==> src/rtl/ar_tdm_demux4.sv <==
// ar_tdm_demux4: registered 1:4 time-division demultiplexer with frame sync.
// Every four accepted beats (slot 0..3, slot 0 flagged by 'frame') are collected
// and presented together on 'y' with a one-cycle 'y_valid' strobe.
module ar_tdm_demux4 #(
  parameter int unsigned WIDTH = 8
) (
  input  logic               clk,
  input  logic               rst,
  input  logic               enable,
  input  logic [WIDTH-1:0]   din,
  input  logic               din_valid,
  input  logic               frame,
  output logic [4*WIDTH-1:0] y,
  output logic               y_valid,
  output logic               locked,
  output logic               sync_err
);

  typedef enum logic [0:0] {StHunt, StSync} state_e;

  state_e                  state_q, state_d;
  logic [1:0]              slot_q, slot_d;
  // Slots 0..2 are staged; slot 3 goes straight to y with the staged words.
  logic [2:0][WIDTH-1:0]   stg_q, stg_d;
  logic [4*WIDTH-1:0]      y_q, y_d;
  logic                    y_valid_q, y_valid_d;
  logic                    locked_q, locked_d;
  logic                    sync_err_q, sync_err_d;

  // Next-state: frame tracking, staging and output updates for one beat.
  always_comb begin
    state_d    = state_q;
    slot_d     = slot_q;
    stg_d      = stg_q;
    y_d        = y_q;
    y_valid_d  = 1'b0;
    sync_err_d = 1'b0;

    if (!enable) begin
      state_d = StHunt;
      slot_d  = 2'd0;
      y_d     = '0;
    end else if (din_valid) begin
      case (state_q)
        StHunt: begin
          // Non-marker beats are dropped silently until a marker is seen.
          if (frame) begin
            stg_d[0] = din;
            slot_d   = 2'd1;
            state_d  = StSync;
          end
        end
        StSync: begin
          if (frame) begin
            // Early marker abandons the partial frame and restarts at slot 0.
            if (slot_q != 2'd0) sync_err_d = 1'b1;
            stg_d[0] = din;
            slot_d   = 2'd1;
          end else if (slot_q == 2'd0) begin
            // Missing marker: lose lock.
            sync_err_d = 1'b1;
            state_d    = StHunt;
            slot_d     = 2'd0;
          end else if (slot_q == 2'd3) begin
            y_d       = {din, stg_q[2], stg_q[1], stg_q[0]};
            y_valid_d = 1'b1;
            slot_d    = 2'd0;
          end else begin
            stg_d[slot_q] = din;
            slot_d        = slot_q + 2'd1;
          end
        end
        default: begin
          state_d = StHunt;
          slot_d  = 2'd0;
        end
      endcase
    end

    locked_d = (state_d == StSync);
  end

  // State and registered outputs.
  always_ff @(posedge clk) begin
    if (rst) begin
      state_q    <= StHunt;
      slot_q     <= 2'd0;
      stg_q      <= '0;
      y_q        <= '0;
      y_valid_q  <= 1'b0;
      locked_q   <= 1'b0;
      sync_err_q <= 1'b0;
    end else begin
      state_q    <= state_d;
      slot_q     <= slot_d;
      stg_q      <= stg_d;
      y_q        <= y_d;
      y_valid_q  <= y_valid_d;
      locked_q   <= locked_d;
      sync_err_q <= sync_err_d;
    end
  end

  assign y        = y_q;
  assign y_valid  = y_valid_q;
  assign locked   = locked_q;
  assign sync_err = sync_err_q;

endmodule

==> config.mk <==
export PLATFORM = sky130hd
export DESIGN_NAME = ar_tdm_demux4
export DESIGN_NICKNAME = d
export VERILOG_FILES = /design/src/rtl/ar_tdm_demux4.sv
export SDC_FILE = /design/constraint.sdc
export NUM_CORES = 1
export LEC_CHECK = 0
export ABC_AREA = 0
export ABC_CLOCK_PERIOD_IN_PS = 2000
export CAP_MARGIN = 20
export CORE_ASPECT_RATIO = 1.4
export CORE_UTILIZATION = 50
export DETAILED_ROUTE_END_ITERATION = 8
export PLACE_DENSITY = 0.8
export SYNTH_ARGS = -nofsm -noshare
export SYNTH_HDL_FRONTEND = slang
export SYNTH_SLANG_ARGS = --single-unit
==> constraint.sdc <==
create_clock -name clk -period 2 [get_ports clk]
set_clock_uncertainty 0.2 [all_clocks]
set_input_delay 0.3 -clock clk [delete_from_list [all_inputs] [get_ports clk]]
set_output_delay 0.3 -clock clk [all_outputs]
set_load 0.1 [all_outputs]
# Word level (Yosys, flattened, before mapping)
# Cells that the tools add are included.
[totals]
output_inout_bits = 35
wordCells = 52
register_bits = 61
[op_classes]
addsub = 1
mux = 21
n_eq_ne = 4
bitwise = 6
magnitude_cmp = 2
reduce_logical = 10
[ops]
columns = ["op", "count"]
rows = [
  ["8-bit 2-to-1 mux", 5],
  ["24-bit bitwise mux", 1],
  ["8-bit demux with 2-bit select", 1],
  ["8-bit one-hot mux with 2 select lines", 1],
  ["5-bit AND reduction", 2],
  ["2-bit 2-to-1 mux", 4],
  ["1-bit 2-to-1 mux", 7],
  ["3-bit inequality test, second input constant", 2],
  ["1-bit inverter", 6],
  ["6-bit AND reduction", 1],
  ["6-bit OR reduction", 1],
  ["2-bit one-hot mux with 2 select lines", 1],
  ["4-bit OR reduction", 1],
  ["2-bit by 3-bit < comparator with 1-bit output, second input constant", 1],
  ["2-bit by 1-bit adder with 2-bit output, second input constant", 1],
  ["2-bit equality test, second input constant", 1],
  ["2-bit by 1-bit greater-or-equal comparator with 1-bit output, second input constant", 1],
  ["2-bit logical NOT", 1],
  ["2-bit inequality test, second input constant", 1],
  ["1-bit one-hot mux with 2 select lines", 1],
  ["2-bit AND reduction", 1],
  ["2-bit nonzero test", 1],
  ["2-bit OR reduction", 1],
  ["1-bit logical AND", 1],
]

# Depth between registers and ports, before layout
# Gate-level depths: netlist (run 1).
[depth]
word_depth = 9
depth_mapped = 9
ltp_nobuf = 7

# Worst setup path before layout (run 1)
# No wires, ideal clock.
[synth_path]
path_kind = "register to register"
from = "register locked (netlist name)"
to = "register stg_q[10] in the netlist's numbering"
setup_ps = 72
t_required_ps = 1728
period_less_slack_ps = 2146
stages_incl_launch_ff = 5
slack_ps = -146
arrival_time_ps = 1875
path_cell_list = "dfxtp_1 -> and4b_4 -> and3_4 -> buf_6 -> mux2i_1"
[synth_lines]
columns = ["item", "line_no", "rtl"]
rows = [
  ["to (signal assigned)", "96", "stg_q <= stg_d;"],
  ["to (decl)", "24", "logic [2:0][WIDTH-1:0] stg_q, stg_d;"],
]

# Worst setup path in the final report (run 1)
[layout_path]
from = "register slot_q[1]"
to = "register y_q[10] (netlist: y[10])"
[layout_between]
elab_chain_cells = 3
word_cells_on_any_way = 4
classes_between = "eq/ne: 1; bitwise: 1; reduce/logical: 2"
[layout_lines]
columns = ["item", "line_no", "rtl"]
rows = [
  ["from (decl)", "22", "logic [1:0] slot_q, slot_d;"],
  ["from (signal assigned)", "95", "slot_q <= slot_d;"],
  ["2-bit logical NOT", "59", "end else if (slot_q == 2'd0) begin"],
  ["1-bit inverter (no source line)", "-", ""],
  ["5-bit AND reduction (no source line) (*)", "-", ""],
  ["to (signal assigned)", "97", "y_q <= y_d;"],
  ["to (decl)", "25", "logic [4*WIDTH-1:0] y_q, y_d;"],
]
# Mark *: on every way between the ends. The rest lies on a longest branch, timed or not.
# A chain may end at the register's enable or synchronous reset.

==> results of run 1 <==
-- where the power goes --
part,internal (mW),leakage [nW],total (mW),switching [mW]
clock,0.766,0.116,1.23,0.465
combinational,0.0513,0.708,0.111,0.0601
sequential,1.22,0.492,1.23,0.00505
-- cell families after synthesis --
logic type | Yosys count | synth area share [%]
AO/OA/AOI/OAI | 36 | 7.85
buffers and inverters | 20 | 4.46
multiplexers | 24 | 10.2
adder cells (fa/ha/maj) | 7 | 3.71
AND/OR/NAND/NOR | 111 | 22.0
flip-flops | 61 | 51.8
-- synth_stat cells (all sizes together) --
library cell	number	area share, %
a211oi	1	0.32
a21oi	33	7.0
a22oi	1	0.32
and3	1	0.48
and4	1	0.37
and4b	1	0.58
buf	13	3.3
clkbuf	3	0.48
dfxtp	61	52
ha	7	3.7
inv	4	0.64
mux2i	24	10
nand2	66	11
nand2b	25	6.6
nand3	3	1.1
nand4	1	0.27
nor2	12	1.9
nor3	1	0.21
o21ai	1	0.21
-- worst register-to-register path, cell delays in order, from the launching register on --
cell	delay [ps]
dfxtp_1	400
inv_1	110
ha_1	190
inv_1	60
ha_1	150
and4_1	240
buf_12	190
nand2_1	90
a21oi_1	160
-- metrics by stage --
step / cell area, um2 / hold slack, ps
global placement: 3130 / 237
floorplan: 2360 / 232
global route: 3350 / 268
finish: 3350 / 248
CTS: 3350 / 253
detailed placement: 3130 / 246
-- per-layer routing --
metal  up-vias  wire length [um]  share of wire, %
met2        58              2720                52
met3        13               255               4.9
met1       892              2100                40
met4         0               158               3.0
li1        946                 -                 -
met5         -                 0                 0
-- area by class of cell --
cell class	instances	area, um2	share of cell area (%)
timing repair buffer	55	781	23.3
inverter	4	15.0	0.448
clock inverter	4	70.1	2.09
multi-input combinational	178	1030	30.8
clock buffer	12	155	4.63
sequential	61	1220	36.5
tap	62	77.6	2.31
-- flip-flops by register name, indices dropped and copies added, names as in the netlist --
name and count:
locked 1, sync_err 1, stg_q 24, y_valid 1
slot_q 2, y 32
-- worst paths after layout --
path,startpoint,endpoint,slack [ps],cells past startpoint
worst max-delay path,slot_q[1]$_SDFFE_PP0P_,y[10]$_SDFFE_PP0P_,140,8
worst min-delay path,stg_q[13]$_SDFFE_PP0P_,y[13]$_SDFFE_PP0P_,250,2
worst max register to register,slot_q[1]$_SDFFE_PP0P_,y[10]$_SDFFE_PP0P_,140,8
worst min register to register,stg_q[13]$_SDFFE_PP0P_,y[13]$_SDFFE_PP0P_,250,2
==> run metrics, run 1 <==
outcome finished clean; max-slew violation count 0; critical path start-end classification reg -> reg; initial cell density of the core a little over half; type of the tightest min-delay check reg -> reg; global routing usage on met1 26.5%; pre-CTS setup slack 24.7 ps; CP Max Fanout 32; grt met3 use 7.63%; Initial DRT Pass Iterations 4; post-CTS repair timing setup buffer count 0; met2 global-route usage between 30% and 40%; htree depth 3; arrival time reported for the critical path endpoint 1920 ps; Post-Synthesis Cells 259; worst-case vdd ir drop 0.647 mV; root buf cell clkbuf_8; Hold Violations, Final 0; TritonCTS clock tree done; timing-limited maximum frequency between 500 and 600 MHz; placed wire-length estimate after detailed placement 3.59 mm; clock latency on the worst-skew pair between 300 and 400 ps; number of DRC markers after the initial detailed-route iteration 74; RSZ-0062 raised after global routing false; post-route ant nets 0; antenna violations before repair 0; count of boundary I/O pins 48; CP top delay family flip-flops; aggregate routed wire length 5.23 mm; Vias/cell 5.08; pin count of the biggest net entering global routing 33; die area 0.00500 mm2; vertical die dimension 83.3 um; area growth from synthesis to layout 42.2%; global-route wire length before repair ~8.3 mm; number of input and output port buffers inserted 47; end-of-flow core utilization 73.9%; post-synthesis cell area 0.00236 mm2; number of inserted filler cells in the final layout 335; global-route layer with the greatest usage met2; number of distinct library cell variants in the gate-level netlist after synthesis 23; total number of vias 1909; clock-pin slew of the registers on the worst-case setup and hold paths ~70 ps; mean area per synthesized cell ~9 um2; number of cells upsized or downsized after cts 0; least setup slack across all paths after layout approximately 140 ps; Placer Congestion 0.874; Residual DRC 0; critical path capture point type flop; number of synthesized register bits 61; kind of launch point of the worst setup path flop; Yosys Warn Count 0; post-cts hold buffer count 0; leftover overflow at the end of global routing 0; Power Dens Cells 766 mW/mm2; Ant. Diodes 0; WP buf/inv 3; net count after synthesis 279; overall global routing resource usage 23.1%; Inst Count DP 360; total clock sinks 61; Seq/Total Area, Yosys 51.8%; Finish-stage setup viols 0; placeable core area 0.00454 mm2; number of buffers created by CTS 9; Worst Max-Slew Pin Slew 291 ps; total number of nets in the final design ~330; Die W 60.0 um; final period utilization just over 90%; CP peak stage delay 400 ps; leakage component of the power 1.32 nW; summed negative setup slack over all endpoints 0 ps; leading cell type in the layout, fill and taps excluded nand2_1; DR WL/cell ~14 um; Std-Cell Rows 29; Max Cap Viol 0; vias in the first global route 1770; post-route total power 2.57 mW; clk buf depth 2; required arrival time at the worst endpoint approximately 2000 ps; ordered list of cells on the worst path inv_1, ha_1, inv_1, ha_1, and4_1, buf_12, nand2_1, a21oi_1; count of placed standard cells in the final layout, fillers left out 376; highest-count cells in the layout ignoring fill and taps 66 x nand2_1, 60 x dfxtp_1, 33 x a21oi_1; slowest cell on the critical path dfxtp_1; fraction of layout cells with a size suffix above 1 20.1%; final critical delay including setup and external delays ~1900 ps; Slew Limit Headroom 80.6%
Power figures use the tool's default switching activity.
==> run 2: changes to the inputs <==
--- a/config.mk
+++ b/config.mk
@@ -12,6 +12,8 @@
 export CORE_UTILIZATION = 50
 export DETAILED_ROUTE_END_ITERATION = 8
 export PLACE_DENSITY = 0.8
+export SKIP_CTS_REPAIR_TIMING = 1
+export SKIP_LAST_GASP = 1
 export SYNTH_ARGS = -nofsm -noshare
 export SYNTH_HDL_FRONTEND = slang
 export SYNTH_SLANG_ARGS = --single-unit
==> results of run 2 <==
Final layout, timing and power as in run 1 (identical DEF).
